--- src/rtl/ripple_sub_pkg.sv ---
// ripple_sub_pkg
//   Shared constants and a reference helper for the pipelined ripple-borrow
//   subtractor.
//   - RIPPLE_SUB_WIDTH / RIPPLE_SUB_SPLIT : default operand width and the
//     number of low bits resolved in the first pipeline stage.
//   - ripple_sub_ref() : returns {borrow_out, difference} for ina - inb - b_in,
//     computed arithmetically (not through bit cells), default width only.
package ripple_sub_pkg;

  localparam int RIPPLE_SUB_WIDTH = 8;
  localparam int RIPPLE_SUB_SPLIT = 4;

  // Zero-extending to WIDTH+1 bits makes the top bit of the result the borrow:
  // any negative true difference wraps to a value with bit WIDTH set.
  function automatic logic [RIPPLE_SUB_WIDTH:0] ripple_sub_ref(
    input logic [RIPPLE_SUB_WIDTH-1:0] a,
    input logic [RIPPLE_SUB_WIDTH-1:0] b,
    input logic                        bin
  );
    logic [RIPPLE_SUB_WIDTH:0] r;
    r = {1'b0, a} - {1'b0, b} - {{RIPPLE_SUB_WIDTH{1'b0}}, bin};
    return r;
  endfunction

endpackage

--- src/rtl/ripple_subtractor_full_sub.sv ---
// full_sub
//   One-bit full subtractor cell: d = a - b - bin, with borrow out.
//   Ports:
//     a    : minuend bit
//     b    : subtrahend bit
//     bin  : borrow from the next lower bit
//     d    : difference bit
//     bout : borrow into the next higher bit
module full_sub (
  input  logic a,
  input  logic b,
  input  logic bin,
  output logic d,
  output logic bout
);

  assign d    = a ^ b ^ bin;
  // Borrow when b exceeds a, or when a == b and a borrow is already pending.
  assign bout = (~a & b) | (~(a ^ b) & bin);

endmodule

--- src/rtl/ripple_subtractor.sv ---
// ripple_subtractor
//   Two-stage pipelined ripple-borrow subtractor: DIFF = ina - inb - b_in.
//   Stage 1 resolves the low SPLIT bits and registers the intermediate borrow
//   together with the untouched upper operand bits; stage 2 resolves the upper
//   WIDTH-SPLIT bits and registers DIFF / b_out / out_valid.
//
//   Optional feature: define RIPPLE_SUB_OVF_EN to add the registered signed
//   overflow output ovf. Without it the port and its logic are absent.
//
//   Ports:
//     clk, rst          : rising-edge clock, asynchronous active-high reset
//     in_valid/in_ready : operand stream handshake
//     ina, inb, b_in    : minuend, subtrahend, borrow in
//     out_valid/out_ready : result stream handshake
//     DIFF, b_out       : registered difference and borrow out
//     ovf               : signed overflow (RIPPLE_SUB_OVF_EN only)
//
//   Handshake: a beat transfers on a rising edge where valid && ready. A
//   producer holds valid and its data stable until the transfer; ready may
//   depend combinationally on the downstream ready (out_ready -> in_ready),
//   valid never depends on ready. Outputs stay stable while
//   out_valid && !out_ready.
module ripple_subtractor
  import ripple_sub_pkg::*;
#(
  parameter int WIDTH = RIPPLE_SUB_WIDTH,
  parameter int SPLIT = RIPPLE_SUB_SPLIT
) (
  input  logic             clk,
  input  logic             rst,
  input  logic             in_valid,
  output logic             in_ready,
  input  logic [WIDTH-1:0] ina,
  input  logic [WIDTH-1:0] inb,
  input  logic             b_in,
  output logic             out_valid,
  input  logic             out_ready,
  output logic [WIDTH-1:0] DIFF,
  output logic             b_out
`ifdef RIPPLE_SUB_OVF_EN
  ,
  output logic             ovf
`endif
);

  localparam int HI_W = WIDTH - SPLIT;

  // ---------------------------------------------------------------------
  // Flow control
  // ---------------------------------------------------------------------
  logic s1_valid_q, s1_valid_d;
  logic out_valid_q, out_valid_d;
  logic s2_adv, s1_adv, accept;

  assign s2_adv   = !out_valid_q || out_ready;
  assign s1_adv   = !s1_valid_q || s2_adv;
  assign accept   = in_valid && s1_adv;
  assign in_ready = s1_adv;

  // ---------------------------------------------------------------------
  // Stage 1: low SPLIT bits through the bit-cell chain
  // ---------------------------------------------------------------------
  logic [SPLIT:0]   lo_b;
  logic [SPLIT-1:0] lo_d;

  assign lo_b[0] = b_in;

  for (genvar gi = 0; gi < SPLIT; gi++) begin : g_lo
    full_sub u_cell (
      .a    (ina[gi]),
      .b    (inb[gi]),
      .bin  (lo_b[gi]),
      .d    (lo_d[gi]),
      .bout (lo_b[gi+1])
    );
  end

  logic [SPLIT-1:0] s1_lo_q, s1_lo_d;
  logic             s1_borrow_q, s1_borrow_d;
  // The upper operand bits include both MSBs, which the overflow term needs.
  logic [HI_W-1:0]  s1_ina_hi_q, s1_ina_hi_d;
  logic [HI_W-1:0]  s1_inb_hi_q, s1_inb_hi_d;

  always_comb begin
    s1_valid_d  = s1_valid_q;
    s1_lo_d     = s1_lo_q;
    s1_borrow_d = s1_borrow_q;
    s1_ina_hi_d = s1_ina_hi_q;
    s1_inb_hi_d = s1_inb_hi_q;
    if (s1_adv) begin
      s1_valid_d = in_valid;
    end
    // Data only loads on a real transfer; an empty advance leaves it stale.
    if (accept) begin
      s1_lo_d     = lo_d;
      s1_borrow_d = lo_b[SPLIT];
      s1_ina_hi_d = ina[WIDTH-1:SPLIT];
      s1_inb_hi_d = inb[WIDTH-1:SPLIT];
    end
  end

  // ---------------------------------------------------------------------
  // Stage 2: upper bits, continuing from the registered stage-1 borrow
  // ---------------------------------------------------------------------
  logic [HI_W:0]   hi_b;
  logic [HI_W-1:0] hi_d;

  assign hi_b[0] = s1_borrow_q;

  for (genvar gj = 0; gj < HI_W; gj++) begin : g_hi
    full_sub u_cell (
      .a    (s1_ina_hi_q[gj]),
      .b    (s1_inb_hi_q[gj]),
      .bin  (hi_b[gj]),
      .d    (hi_d[gj]),
      .bout (hi_b[gj+1])
    );
  end

  logic [WIDTH-1:0] diff_q, diff_d;
  logic             b_out_q, b_out_d;

  always_comb begin
    out_valid_d = out_valid_q;
    diff_d      = diff_q;
    b_out_d     = b_out_q;
    if (s2_adv) begin
      out_valid_d = s1_valid_q;
    end
    if (s2_adv && s1_valid_q) begin
      diff_d  = {hi_d, s1_lo_q};
      b_out_d = hi_b[HI_W];
    end
  end

`ifdef RIPPLE_SUB_OVF_EN
  logic ovf_q, ovf_d;

  // Two's-complement overflow: operand signs differ and the result sign
  // disagrees with the minuend sign.
  always_comb begin
    ovf_d = ovf_q;
    if (s2_adv && s1_valid_q) begin
      ovf_d = (s1_ina_hi_q[HI_W-1] != s1_inb_hi_q[HI_W-1]) &&
              (hi_d[HI_W-1] != s1_ina_hi_q[HI_W-1]);
    end
  end

  always_ff @(posedge clk or posedge rst) begin
    if (rst) begin
      ovf_q <= 1'b0;
    end else begin
      ovf_q <= ovf_d;
    end
  end

  assign ovf = ovf_q;
`endif

  // ---------------------------------------------------------------------
  // Registers
  // ---------------------------------------------------------------------
  always_ff @(posedge clk or posedge rst) begin
    if (rst) begin
      s1_valid_q  <= 1'b0;
      s1_lo_q     <= '0;
      s1_borrow_q <= 1'b0;
      s1_ina_hi_q <= '0;
      s1_inb_hi_q <= '0;
      out_valid_q <= 1'b0;
      diff_q      <= '0;
      b_out_q     <= 1'b0;
    end else begin
      s1_valid_q  <= s1_valid_d;
      s1_lo_q     <= s1_lo_d;
      s1_borrow_q <= s1_borrow_d;
      s1_ina_hi_q <= s1_ina_hi_d;
      s1_inb_hi_q <= s1_inb_hi_d;
      out_valid_q <= out_valid_d;
      diff_q      <= diff_d;
      b_out_q     <= b_out_d;
    end
  end

  assign out_valid = out_valid_q;
  assign DIFF      = diff_q;
  assign b_out     = b_out_q;

endmodule

--- config.mk ---
export PLATFORM = sky130hd
export DESIGN_NAME = ripple_subtractor
export DESIGN_NICKNAME = d
export VERILOG_FILES = /design/src/rtl/ripple_sub_pkg.sv /design/src/rtl/ripple_subtractor_full_sub.sv /design/src/rtl/ripple_subtractor.sv
export SDC_FILE = /design/constraint.sdc
export NUM_CORES = 1
export LEC_CHECK = 0
export ABC_CLOCK_PERIOD_IN_PS = 3930
export CORE_ASPECT_RATIO = 0.5
export CORE_MARGIN = 2
export CORE_UTILIZATION = 30
export DETAILED_ROUTE_END_ITERATION = 6
export DONT_BUFFER_PORTS = 1
export PLACE_DENSITY = 0.48
export SLEW_MARGIN = 20
export SYNTH_ARGS = -nofsm -noshare
export SYNTH_HDL_FRONTEND = slang
export SYNTH_SLANG_ARGS = --single-unit
--- constraint.sdc ---
create_clock -name clk -period 3.93 [get_ports clk]
set_clock_uncertainty 0.1 [all_clocks]
set_input_delay 0.393 -clock clk [delete_from_list [all_inputs] [get_ports clk]]
set_output_delay 0.393 -clock clk [all_outputs]
set_load 0.05 [all_outputs]
## After elaboration in Yosys (flattened, before gate mapping)

Cells that the tools add are included.

| word-level totals | value |
|---|---|
| register bits after elaboration | 24 |

| cells by class | value |
|---|---|
| bitwise operators | 56 |
| reduce and logical (&&, ||, !) cells | 6 |

Operator list:

| operator | number |
|---|---|
| 1-bit AND | 16 |
| 1-bit NOT | 16 |
| 1-bit bitwise XOR | 16 |
| 1-bit bitwise OR | 8 |
| 1-bit logical AND | 2 |
| 1-bit zero test | 2 |
| 1-bit logical OR | 2 |

## Longest topological paths before layout

| depth | value |
|---|---|
| depth after elaboration | 10 |
| depth in mapped cells | 8 |
| gate-level depth less buffers | 8 |

## Hierarchy

Synthesis repeated with hierarchy kept, for this count alone.

| unflattened totals | value |
|---|---|
| cell total of the unflattened synthesis | 86 |
| area, all modules | 1217.4 µm² |

By module, submodules not included:

| module | instances | cells an instance | area an instance (µm²) |
|---|---|---|---|
| ripple_subtractor | 1 | 54 | 967.2 |
| full_sub | 8 | 4 | 31.3 |

## Worst setup path after synthesis

No wires, ideal clock.

| timing | value |
|---|---|
| path type | input port to flip-flop |
| start | in inb[0] |
| end | reg s1_lo_q[3] |
| library setup time | 0.125 ns |
| data arrival time | 2.089 ns |
| required time | 3.705 ns |
| slack | 1.616 ns |
| stages on the path | 8 |
| path buffers | 0 |
| cell sequence | inv_1 fa_1 inv_1 fa_1 fa_1 inv_1 fa_1 mux2_4 |

| on the way | value |
|---|---|
| longest elaborated chain between the ends | 9 |

RTL lines:

| what | RTL line | source |
|---|---|---|
| start: declaration | ripple_subtractor.sv:34 | `input logic [WIDTH-1:0] inb,` |
| 1-bit bitwise XOR | ripple_subtractor_full_sub.sv:19 | `assign bout = (~a & b) \| (~(a ^ b) & bin);` |
| 1-bit NOT | ripple_subtractor_full_sub.sv:19 |  |
| 1-bit AND | ripple_subtractor_full_sub.sv:19 |  |
| 1-bit bitwise OR * | ripple_subtractor_full_sub.sv:19 |  |
| 1-bit AND * | ripple_subtractor_full_sub.sv:19 |  |
| 1-bit bitwise OR * | ripple_subtractor_full_sub.sv:19 |  |
| 1-bit AND * | ripple_subtractor_full_sub.sv:19 |  |
| 1-bit bitwise OR * | ripple_subtractor_full_sub.sv:19 |  |
| 1-bit bitwise XOR * | ripple_subtractor_full_sub.sv:17 | `assign d = a ^ b ^ bin;` |
| via g_lo[3].u_cell.d | ripple_subtractor_full_sub.sv:13 | `output logic d,` |
| end signal: assignment | ripple_subtractor.sv:175 | `s1_lo_q <= s1_lo_d;` |
| end: declaration | ripple_subtractor.sv:78 | `logic [SPLIT-1:0] s1_lo_q, s1_lo_d;` |

The timed path passes the listed nets; every way through them passes the cells marked *.
A chain may end at the register's enable or synchronous reset.

## Worst setup path in the final report

| timing | value |
|---|---|
| start | reg s1_borrow_q |
| end | reg diff_q[7], in the netlist DIFF[7] |

| on the way | value |
|---|---|
| longest elaborated chain between the ends | 7 |

RTL lines:

| what | RTL line | source |
|---|---|---|
| start: declaration | ripple_subtractor.sv:79 | `logic s1_borrow_q, s1_borrow_d;` |
| start signal: assignment | ripple_subtractor.sv:176 | `s1_borrow_q <= s1_borrow_d;` |
| 1-bit AND | ripple_subtractor_full_sub.sv:19 |  |
| 1-bit bitwise OR | ripple_subtractor_full_sub.sv:19 |  |
| 1-bit AND | ripple_subtractor_full_sub.sv:19 |  |
| 1-bit bitwise OR | ripple_subtractor_full_sub.sv:19 |  |
| 1-bit AND | ripple_subtractor_full_sub.sv:19 |  |
| 1-bit bitwise OR | ripple_subtractor_full_sub.sv:19 |  |
| 1-bit bitwise XOR | ripple_subtractor_full_sub.sv:17 |  |
| via g_hi[3].u_cell.d | ripple_subtractor_full_sub.sv:13 |  |
| end signal: assignment | ripple_subtractor.sv:180 | `diff_q <= diff_d;` |
| end: declaration | ripple_subtractor.sv:120 | `logic [WIDTH-1:0] diff_q, diff_d;` |

The timed path passes the listed nets, and every way through them passes these cells.

==> results.md <==
- Run status: completed
- Final worst path period need: approximately 2.4 ns
- Placeable Area: between 3000 and 4000 um2
- Number of hold violations in the final report: 0
- Initial Util: 0.307
- Type of element launching the critical path: register
- H-tree lvl count: 1
- Final Worst Setup Slack: about 1.5 ns
- Leakage power figure: 0.618 nW
- Height of the die: between 40 and 50 um
- Synth-to-Final Area Change: 8.70%
- Gates resized, CTS repair: 0
- Die W: 92.7 um
- Pin count of the biggest net entering global routing: 25
- Final antenna-violating net count: 0
- Wire length per cell after detailed routing: ~14 um
- Per-cell via count in the routed design: around 4.1
- WP data arrival: about 2.5 ns
- Power density over the cells: around 620 nW/um2
- Source-to-sink clock delay at the later pin of the worst-skew pair: approximately 0.26 ns
- Vias post-DR: ~570
- Max FO, Critical Path: 2
- Cts-stage hold buffer count: 0
- Clock transition at the registers of the reported paths: around 0.08 ns
- Switching pwr: ~0.32 mW
- Relative contribution of sequential cells to total power: 0.624
- Final max-slew violation count: 0
- Std cell rows: 16
- Maximum Capacitance Violations: 0
- Yosys Warn Count: 0
- Switch share: 0.404
- Number of design rule violations left after detail routing: 0
- Die ar.: 4480 um2
- Transition time at the pin with the least slew margin: around 0.90 ns
- Ratio of cells with drive above 1 in the final layout: 0.274
- Clock tree from TritonCTS: built
- Share of power burned in combinational logic: 0.173
- Clock power share: 0.203
- Yosys reg bits: 24
- Internal power contribution: 0.476 mW
- TritonCTS sink count: 24
- Syn Nets: 110
- Slew Limit Headroom: 0.398
- Detail Placement HPWL: around 1400 um
- Pre-CTS setup slack: around 1.5 ns
- Setup TNS after final layout: 0 ns
- Worst hold margin: roughly 0.11 ns
- Wire length of the first global-routing pass: 3170 um
- Mean instance size in the synthesized netlist: 14.6 um2
- Number of violations reported at the end of detailed-routing iteration 0: 53
- Capturing element type of the critical path: register
- CP required: 3.98 ns
- Netlist area before placement: ~1200 um2
- Number of buffers added by the clock tree synthesis step: 3
- Fin crit share: 0.618
- Worst min-delay path category: input pin to async pin
- Post-CTS setup buffer count: 0
- Fmax achieved: roughly 0.4 GHz
- Class of the most critical setup path: register to register
- Wirelength, routed: 1880 um
- Worst supply voltage drop on vdd: around 150 uV
- Buffers from clock root to sink, at most: 2
- Cell at the root of the clock tree: clkbuf_8
- Post-synth top area cell: dfrtp_1
- Count of final setup violators: 0
- Setup repair after global routing missed its margin: no
- Number of iterations in the first detailed-routing pass: 4
- Congestion Overflow GR: 0
- Placer congestion estimate: between 0.6 and 0.7
- Diode insertion count for antenna repair: 0
- Gate Count Post-Synth: 81
- Antenna violations before repair: 0
- Total routing usage reported by global routing: 0.0923
- I/O pins: 32
- Sequential area share after synthesis: 0.509
- Top cells by area, synth: dfrtp_1 (51%), fa_1 (14%), mux2_4 (11%)
- Vias in the first global route: between 600 and 700
- Top cell type's share of synthesized area: 0.509
- Post-synth cell types: 14
- Count of buffers inserted at the top-level ports: 0
- Fin nets: about 110
worst max-delay path, cell delays in order, from the launching register on:
cell	delay, ns
dfrtp_1	0.36
inv_1	0.09
fa_1	0.19
inv_1	0.05
fa_1	0.39
fa_1	0.38
inv_1	0.08
fa_1	0.40
mux2_2	0.26
state kept, by name, summed over array words and instances (netlist names):
name	count
out_valid	1
s1_lo_q	4
s1_ina_hi_q	4
DIFF	8
b_out	1
s1_valid_q	1
s1_inb_hi_q	4
s1_borrow_q	1
path summary, 6_finish.rpt:
kind                                start             end  slack, ns  cells past startpoint
max                           s1_borrow_q         DIFF[7]       1.50                      8
min                                   rst  s1_ina_hi_q[0]       0.11                      1
max reg2reg                   s1_borrow_q         DIFF[7]       1.50                      8
min reg2reg                s1_inb_hi_q[3]  s1_inb_hi_q[3]       0.42                      1
max in group asynchronous             rst       out_valid       3.07                      1
min in group clk                 in_valid      s1_lo_q[2]       0.12                      1
power groups by stage:
stage	sequential (mW)	combinational, mW	clock (mW)
after detailed placement	0.506	0.142	0
after global placement	0.502	0.136	0
after floorplan	0.490	0.122	0
after CTS	0.500	0.142	0.169
final	0.498	0.138	0.163
after global routing	0.508	0.159	0.182
cells by family after synthesis:
group | after synthesis | synth area share
buffers and inverters | 18 | 0.0710
adders and majority gates | 8 | 0.136
DFF | 24 | 0.509
and+or+nand+nor | 6 | 0.0488
muxes | 19 | 0.207
AOI/OAI and AO/OA | 6 | 0.0286
metal layers:
metal / track usage / wire length (um) / vias up
met2: 0.134 / 894 / 13
met1: 0.131 / 908 / 298
met3: 0.0312 / 72 / 0
met5: 0 / 0 / -
met4: 0.0294 / 0 / 0
li1: - / - / 261
cells in the mapped netlist:
cell type / instances
dfrtp_1: 24
inv_1: 17
mux2_4: 9
fa_1: 8
mux2_2: 7
a21oi_1: 3
a31oi_1: 3
mux2i_1: 3
nand2b_1: 2
buf_12: 1
nand2_2: 1
nand2_4: 1
nand3b_4: 1
or2b_1: 1
layout by cell type (no fill, tap or decap):
cell type  instances
mux2_2             7
fa_1               8
or2b_1             1
a31oi_1            3
a21oi_1            3
mux2i_1            3
inv_1             17
nand2_2            1
nand2b_1           2
dfrtp_1           24
nand2_4            1
nand3b_4           1
clkbuf_8           4
mux2_4             9
per-stage QoR:
step	utilization	power [mW]	cell area, um2	instances
finish	0.334	0.799	1280	138
detailed placement	0.319	0.648	1230	134
global placement	0.319	0.638	1230	134
floorplan	-	0.612	1180	81
CTS	0.334	0.812	1280	138
global route	0.334	0.849	1280	138
layout make-up:
type                            count  area (um2)
Sequential cell                    24         601
Inverter                           17        63.8
Fill cell                         395        2560
Clock buffer                        4        55.1
Multi-Input combinational cell     39         495
Tap cell                           54        67.6
No activity file was read; power rests on OpenSTA's default activity.
